<file path="config.mk">
export PLATFORM = sky130hd
export DESIGN_NAME = accel_sequencer
export DESIGN_NICKNAME = d
export VERILOG_FILES = /design/src/rtl/accel_sequencer.sv
export SDC_FILE = /design/constraint.sdc
export NUM_CORES = 1
export LEC_CHECK = 0
export CAP_MARGIN = 15
export CELL_PAD_IN_SITES_DETAIL_PLACEMENT = 0
export CELL_PAD_IN_SITES_GLOBAL_PLACEMENT = 2
export CORE_ASPECT_RATIO = 0.6
export CORE_MARGIN = 2
export CORE_UTILIZATION = 33
export DETAILED_ROUTE_END_ITERATION = 10
export PLACE_DENSITY_LB_ADDON = 0.1
export SYNTH_ARGS = -nofsm -noshare
export SYNTH_HDL_FRONTEND = slang
export SYNTH_SLANG_ARGS = --single-unit
export TNS_END_PERCENT = 5
</file>
<file path="constraint.sdc">
create_clock -name spi_clk -period 5.1 [get_ports spi_clk]
set_input_delay 1.02 -clock spi_clk [delete_from_list [all_inputs] [get_ports spi_clk]]
set_output_delay 1.02 -clock spi_clk [all_outputs]
set_load 0.01 [all_outputs]
</file>
<file path="src/rtl/accel_sequencer.sv">
// Command sequencer in front of the SPI byte engine: programs the ADXL345 once after reset,
// then bursts through DATAX0..DATAZ1 and publishes X/Y/Z samples atomically.
module accel_sequencer #(
  parameter logic [15:0] STARTUP_CYCLES = 16'd1000,
  parameter logic [23:0] SAMPLE_DIV     = 24'd20000
) (
  input  logic        spi_clk,
  input  logic        reset,
  input  logic        enable,
  output logic [15:0] cmd_data,
  output logic        cmd_start,
  input  logic        cmd_done,
  input  logic [7:0]  rx_byte,
  output logic        init_done,
  output logic [15:0] accel_x,
  output logic [15:0] accel_y,
  output logic [15:0] accel_z,
  output logic        sample_valid
);

  typedef enum logic [2:0] {
    STARTUP,
    INIT_ISSUE,
    INIT_WAIT,
    IDLE,
    RD_ISSUE,
    RD_WAIT,
    COMMIT
  } state_t;

  state_t      state;
  logic [15:0] startup_cnt;
  logic [23:0] timer;
  logic [1:0]  init_idx;
  logic [2:0]  rd_idx;
  logic [7:0]  shadow [6];

  function automatic logic [15:0] init_word(input logic [1:0] idx);
    logic [15:0] w;
    case (idx)
      2'd0:    w = 16'h310B;  // DATA_FORMAT: full resolution, +/-16g
      2'd1:    w = 16'h2C0A;  // BW_RATE: 100 Hz
      default: w = 16'h2D08;  // POWER_CTL: measure
    endcase
    return w;
  endfunction

  function automatic logic [15:0] read_word(input logic [2:0] k);
    logic [5:0] addr;
    addr = 6'h32 + {3'b000, k};
    return {1'b1, 1'b0, addr, 8'h00};
  endfunction

  // Outputs are registered: each ISSUE state is entered with cmd_start already high.
  always_ff @(posedge spi_clk or posedge reset) begin
    if (reset) begin
      state        <= STARTUP;
      startup_cnt  <= '0;
      timer        <= '0;
      init_idx     <= '0;
      rd_idx       <= '0;
      cmd_data     <= '0;
      cmd_start    <= 1'b0;
      init_done    <= 1'b0;
      accel_x      <= '0;
      accel_y      <= '0;
      accel_z      <= '0;
      sample_valid <= 1'b0;
      for (int i = 0; i < 6; i++) begin
        shadow[i] <= '0;
      end
    end else begin
      cmd_start    <= 1'b0;
      sample_valid <= 1'b0;
      case (state)
        STARTUP: begin
          if ({1'b0, startup_cnt} + 17'd1 >= {1'b0, STARTUP_CYCLES}) begin
            state     <= INIT_ISSUE;
            init_idx  <= 2'd0;
            cmd_data  <= init_word(2'd0);
            cmd_start <= 1'b1;
          end else begin
            startup_cnt <= startup_cnt + 16'd1;
          end
        end
        INIT_ISSUE: state <= INIT_WAIT;
        INIT_WAIT: begin
          if (cmd_done) begin
            if (init_idx == 2'd2) begin
              init_done <= 1'b1;
              timer     <= '0;
              state     <= IDLE;
            end else begin
              init_idx  <= init_idx + 2'd1;
              cmd_data  <= init_word(init_idx + 2'd1);
              cmd_start <= 1'b1;
              state     <= INIT_ISSUE;
            end
          end
        end
        IDLE: begin
          // Timer saturates at SAMPLE_DIV so a parked sequencer resumes immediately.
          if (timer >= SAMPLE_DIV) begin
            if (enable) begin
              rd_idx    <= 3'd0;
              cmd_data  <= read_word(3'd0);
              cmd_start <= 1'b1;
              state     <= RD_ISSUE;
            end
          end else begin
            timer <= timer + 24'd1;
          end
        end
        RD_ISSUE: state <= RD_WAIT;
        RD_WAIT: begin
          if (cmd_done) begin
            shadow[rd_idx] <= rx_byte;
            if (rd_idx == 3'd5) begin
              state <= COMMIT;
            end else begin
              rd_idx    <= rd_idx + 3'd1;
              cmd_data  <= read_word(rd_idx + 3'd1);
              cmd_start <= 1'b1;
              state     <= RD_ISSUE;
            end
          end
        end
        COMMIT: begin
          accel_x      <= {shadow[1], shadow[0]};
          accel_y      <= {shadow[3], shadow[2]};
          accel_z      <= {shadow[5], shadow[4]};
          sample_valid <= 1'b1;
          timer        <= '0;
          state        <= IDLE;
        end
        default: state <= STARTUP;
      endcase
    end
  end

endmodule

</file>
==> results_dict.tcl, run 1 <==
set metrics [dict create \
    grt.overflow.total 0 \
    hold_viol_final 0 \
    vias 5001 \
    final_cell_mix "nand2_1 (170), dfrtp_1 (157), clkdlybuf4s50_1 (72)" \
    grt_pass1_vias 4927 \
    drive_gt1_share_pct 14.4 \
    clock_path_buffers 2 \
    diodes 0 \
    yosys_warnings 0 \
    routed_via_density 4.91 \
    firstDrtPassIters 4 \
    num_rows 40 \
    fin_crit_sh_pct 65.7 \
    cts_setup_buffers 0 \
    dp_hpwl_microns 11400 \
    ys_async_sr_fraction_pct 100 \
    synth_edf_count 0 \
    min-delay-start "startup_cnt[15]$_DFFE_PP0P_" \
    clock-sinks 157 \
    port_buffers 72 \
    nets 753 \
    powerDensity_mw_per_mm2 505 \
    routed_wl_microns 17100 \
    final_common_cell "nand2_1" \
    ys_seq_area_share_pct 56.7 \
    ant_nets 0 \
    syn-cell-area_sq_mm 0.00693 \
    syn_inst 665 \
    ys_types 60 \
    hold_path.class "flip-flop to flip-flop" \
    path_cells "ha_1 -> nand3_1 -> nor4bb_1 -> o21ai_0 -> a211oi_1 -> buf_4 -> o21ai_2 -> mux2_4" \
    place.gp.congestion 0.821 \
    postCtsHoldBufs 0 \
    crit_path_top_delay_cell "a211oi_1" \
    cts_max_level 4 \
    status "complete, no violations" \
    maxCapViolations 0 \
    syn_avg_cell_area_sq_um 10.4 \
    cts-root-buf "clkbuf_16" \
    path_clk_slew_ns 0.07 \
    fin_crit_ns 3.35 \
    rsz0062_at_grt "false" \
    nFillCells 1967 \
    vdd_drop_max_v 0.000278 \
    slew_viol_final 0 \
    synth_ff_type "dfrtp_1" \
    crit_path_start_kind "flip-flop" \
    wire_per_inst_microns 16.8 \
    slew_headroom_pct 28.8 \
    chipWidth_microns 191 \
    max_freq_mhz 298 \
    die-area_sq_mm 0.0222 \
    crit_path_end_kind "flip-flop" \
    rr_startpoint "startup_cnt[0]$_DFFE_PP0P_" \
    worst-setup-path-type "flip-flop to flip-flop" \
    drt_iter0_drc 325 \
    syn_to_final_growth_pct 21.8 \
    cts_resized 0 \
    synth_seq_cells 157 \
    clk-insertion-delay-late_ns 0.43 \
    grt_usage_pct 16.5 \
    numCtsBuffers 17 \
    tritoncts "yes" \
    antenna_found_initial 1 \
    arrival_ns 3.67 \
    initial_core_util_pct 34.2 \
    pin_count 79 \
    max_stage_delay_ns 0.86 \
    core_area_sq_mm 0.0203 \
    rrSetupSlack_ns 1.75 \
    setup_viol 0 \
    tns_ns 0 \
    grt_max_degree 92 \
    worstMarginPinSlew_ns 1.06 \
    skew_ns 0.00996 \
    die_h_microns 116 \
    worst-path-max-fanout 11 \
    cp_data_required_time_ns 5.41 \
    fin_ws_ns 1.75 \
    dp_worst_setup_slack_ns 1.63 \
    p_leak_nw 3.98 \
    drc 0 \
    crit_start "startup_cnt[0]$_DFFE_PP0P_" \
    grt_pass1_wl_microns 27700 \
]
[critical path, delay by kind of cell, from the launching register on]
family / cells / cell delay, ns
AO/OA/AOI/OAI: 3 / 1.19
AND/OR/NAND/NOR: 2 / 0.63
flip-flops: 1 / 0.46
multiplexers: 1 / 0.37
adder cells (fa/ha/maj): 1 / 0.29
buffers and inverters: 1 / 0.29
[through the flow]
step                      cells  utilization, %  area, sq um  hold WS [ns]  power, mW
after floorplan             670               -         6950         0.429       2.62
after global placement      983            38.9         7890         0.366       3.09
after detailed placement    983            38.9         7890         0.368       3.12
after CTS                  1015            41.5         8420         0.384       4.31
after global routing       1018            41.6         8440         0.393       4.55
final                      1018            41.6         8440         0.382       4.26
[flip-flops by register name (all words and copies together), names as in the netlist, 2 cells and up]
register / count
accel_y: 16
timer: 24
init_idx: 2
accel_z: 16
startup_cnt: 16
state: 3
accel_x: 16
rd_idx: 3
cmd_data: 10
shadow: 48
[synth_stat cells, types with 2 or more instances]
master / n / share of area, %
nand2_1: 170 / 9.2
dfrtp_1: 157 / 57
mux2_2: 50 / 8.1
o21ai_0: 32 / 2.3
nor2_1: 30 / 1.6
clkbuf_1: 26 / 1.4
inv_1: 19 / 1.0
nand3_1: 15 / 1.1
nor3_1: 14 / 1.0
nor4_1: 11 / 0.99
a21oi_1: 10 / 0.72
nand4_1: 10 / 0.90
a31oi_1: 9 / 0.81
ha_1: 9 / 1.6
and3_1: 8 / 0.72
buf_4: 8 / 0.87
xor2_1: 8 / 1.0
mux2i_1: 7 / 1.0
nor3b_1: 5 / 0.54
and2_1: 4 / 0.36
mux2_4: 4 / 0.87
nand2b_1: 4 / 0.36
o21a_1: 4 / 0.43
o22ai_1: 4 / 0.36
or2_2: 4 / 0.36
nand3b_1: 3 / 0.33
xnor2_1: 3 / 0.38
a41oi_1: 2 / 0.25
buf_1: 2 / 0.11
buf_6: 2 / 0.33
or4_1: 2 / 0.22
[area by class of cell]
type | instances | area [sq um] | area share, %
multi-input combinational | 456 | 2760 | 32.7
inverter | 19 | 75.1 | 0.890
tap | 273 | 342 | 4.05
sequential | 157 | 3930 | 46.6
clock buffer | 22 | 464 | 5.50
clock inverter | 10 | 67.6 | 0.801
timing repair buffer | 81 | 798 | 9.46
[routing by layer]
layer	wire length [microns]	GRT usage (%)	share of wire, %	vias to the layer above
met4	194	5.89	1.1	0
met1	9290	25.7	54	2479
met2	6830	21.8	40	112
met5	0	0	0	-
met3	743	4.21	4.4	12
li1	-	-	-	2398
[where the power goes]
group          leakage (nW)  switching (mW)  internal [mW]  total [mW]
logic                  1.65           0.587          0.640        1.23
clock network         0.240           0.517          0.644        1.16
registers              2.09           0.279           1.59        1.87
total                  3.98            1.38           2.88        4.26
[kinds of logic (layout without fill, tap and decap cells)]
kind of cell | Yosys count | count (layout) | synth area share, %
other | 1 | 6 | 0.0541
adders and majority gates | 9 | 9 | 1.63
buffers and inverters | 57 | 132 | 3.74
xor gates and xnor gates | 11 | 11 | 1.39
muxes | 61 | 61 | 10.0
AOI/OAI and AO/OA | 78 | 78 | 7.21
DFF | 157 | 157 | 56.7
and+or+nand+nor | 291 | 291 | 19.2
[final timing paths]
path	end	cells past startpoint
setup / recovery	cmd_data[0]$_DFFE_PP0P_	8
max in group asynchronous	timer[3]$_DFFE_PP0P_	3
setup reg to reg	cmd_data[0]$_DFFE_PP0P_	8
min in group asynchronous	startup_cnt[0]$_DFFE_PP0P_	2
hold / removal	startup_cnt[15]$_DFFE_PP0P_	0
hold reg to reg	startup_cnt[15]$_DFFE_PP0P_	0
Power figures use the tool's default switching activity.
==> inputs of run 2 (changes only) <==
- clock period: 5.1 -> 3 ns (I/O delays scaled with it)
==> run 2 against run 1 <==
Effect of this change: final cell count grew 0.88%; global-route usage shrank 0.43 points; hold slack lost 0.0015 ns; flip-flop and latch count is the same; register-to-register slack lost 1.5 ns; critical endpoint is now cmd_data[9]$_DFFE_PP0P_; largest cell class unchanged.
==> results_dict.tcl, run 2 (synthesized netlist as in run 1, its figures left out) <==
set metrics [dict create \
    grt_max_degree 99 \
    wire_per_inst_microns 16.4 \
    crit_path_end_kind "flip-flop" \
    r2r_end "cmd_data[9]$_DFFE_PP0P_" \
    core_area_sq_mm 0.0203 \
    rr_startpoint "startup_cnt[0]$_DFFE_PP0P_" \
    max_stage_delay_ns 0.45 \
    min-delay-start "startup_cnt[15]$_DFFE_PP0P_" \
    min_to "startup_cnt[15]$_DFFE_PP0P_" \
    pin_count 79 \
    p_leak_nw 4.10 \
    reg_top3 "shadow: 48 flops, timer: 24 flops" \
    grt_pass1_vias 4986 \
    die_h_microns 116 \
    slew_headroom_pct 44.4 \
    numCtsBuffers 17 \
    setup_viol 0 \
    power_mw 7.72 \
    nFillCells 1983 \
    worstMarginPinSlew_ns 0.826 \
    worst-path-max-fanout 12 \
    clock_path_buffers 2 \
    crit_path_start_kind "flip-flop" \
    place.gp.congestion 0.769 \
    grt_usage_pct 16.1 \
    cts_max_level 4 \
    final_cell_mix "nand2_1 (170), dfrtp_1 (157), clkdlybuf4s50_1 (72)" \
    grt_pass1_wl_microns 27400 \
    grt.overflow.total 0 \
    largest_register "shadow" \
    dp_worst_setup_slack_ns 0.234 \
    fin_crit_sh_pct 92.8 \
    ant_nets 0 \
    dp_hpwl_microns 11400 \
    nets 763 \
    crit_path_top_delay_cell "dfrtp_1" \
    worstRegToRegCells 8 \
    status "complete, no violations" \
    drc 0 \
    chipWidth_microns 191 \
    cp_data_required_time_ns 3.30 \
    critPathTopFamily "simple AND/OR/NAND/NOR gates" \
    fin_area_sq_mm 0.00865 \
    cts-root-buf "clkbuf_16" \
    slew_viol_final 0 \
    firstDrtPassIters 5 \
    dp.cells 996 \
    arrival_ns 3.08 \
    cts_resized 0 \
    final_cells 1027 \
    routed_via_density 4.92 \
    cts_setup_buffers 0 \
    drt_iter0_drc 293 \
    routed_wl_microns 16900 \
    clock-sinks 157 \
    post_dp_cell_area_sq_mm 0.00799 \
    fin_crit_ns 2.78 \
    fin_ws_ns 0.216 \
    path_cells "ha_1 -> nand3_1 -> nor4_1 -> mux2i_1 -> o211ai_4 -> o21ai_2 -> buf_4 -> mux2_2" \
    rsz0062_at_grt "false" \
    critPathBufInv 1 \
    tritoncts "yes" \
    max_freq_mhz 359 \
    hold_viol_final 0 \
    hold_path.class "flip-flop to flip-flop" \
    drive_gt1_share_pct 15.5 \
    cp.depth 8 \
    vdd_drop_max_v 0.000447 \
    diodes 0 \
    postCtsHoldBufs 0 \
    worst-setup-path-type "flip-flop to flip-flop" \
    hold_path_depth 0 \
    skew_ns 0.00649 \
    final_common_cell "nand2_1" \
    rrSetupSlack_ns 0.22 \
    clk-insertion-delay-late_ns 0.42 \
    largest_register_ffs 48 \
    path_clk_slew_ns 0.06 \
    antenna_found_initial 1 \
    maxCapViolations 0 \
    port_buffers 72 \
    syn_to_final_growth_pct 24.9 \
    num_rows 40 \
    regArea_sq_mm 0.00393 \
    vias 5057 \
    multi_input_area_sq_mm 0.00276 \
    powerDensity_mw_per_mm2 893 \
    tns_ns 0 \
    initial_core_util_pct 34.2 \
    die-area_sq_mm 0.0222 \
]
## run 2: changes by cell type in the layout (fill, tap and decap cells not counted), sizes merged
cell      previous run  this run
buf                  8        19
bufinv               0         5
clkinvlp             8         4
clkbuf              23        21
clkinv               3         2
## run 2: layout make-up
cell class / count / share of cell area [%]
Multi-Input combinational cell: 456 / 31.9
Tap cell: 273 / 3.95
Clock buffer: 21 / 5.44
Timing Repair Buffer: 91 / 10.3
Sequential cell: 157 / 45.4
Clock inverter: 10 / 2.16
Inverter: 19 / 0.868
## run 2: report_power, final
| part | leakage [nW] | total [mW] | internal, mW | switching (mW) |
|---|---|---|---|---|
| logic | 1.70 | 2.18 | 1.13 | 1.05 |
| registers | 2.09 | 3.14 | 2.71 | 0.431 |
| clock network | 0.311 | 2.40 | 1.54 | 0.864 |
## run 2: layer usage
metal  GRT usage [%]  part of all wire [%]  wire, microns  up-vias
li1                -                     -              -     2419
met4            4.70                   1.1            188        0
met1            24.9                    54           9060     2516
met2            21.5                    40           6800      107
met3            4.45                   4.8            804       15
met5               0                     0              0        -
## run 2: metrics by stage
stage               hold WS (ns)  util [%]
floorplan                  0.429         -
global placement           0.366      39.4
detailed placement         0.369      39.4
CTS                        0.383      42.7
global route               0.399      42.7
finish                     0.380      42.7
## run 2: worst register-to-register path: cells and delay by family (launching register included)
family | cells | cell delay, ns
simple gates | 2 | 0.67
mux | 2 | 0.67
flops | 1 | 0.45
compound gates | 2 | 0.35
fa+ha+maj | 1 | 0.31
buf+inv | 1 | 0.21
## run 2: worst max-delay path by stage
stage | start | endpoint
after floorplan | reset | accel_x[0]$_DFFE_PP0P_
after global placement | cmd_done | shadow[31]$_DFFE_PP0P_
after detailed placement | startup_cnt[0]$_DFFE_PP0P_ | cmd_data[9]$_DFFE_PP0P_
after CTS | startup_cnt[1]$_DFFE_PP0P_ | cmd_data[9]$_DFFE_PP0P_
after global routing | startup_cnt[0]$_DFFE_PP0P_ | cmd_data[9]$_DFFE_PP0P_
final | startup_cnt[0]$_DFFE_PP0P_ | cmd_data[9]$_DFFE_PP0P_
==> inputs of run 3 (changes only) <==
- ABC_AREA: unset -> 0
==> results of run 3 <==
Same layout as run 2: the final DEF is identical, and so are final timing and power.
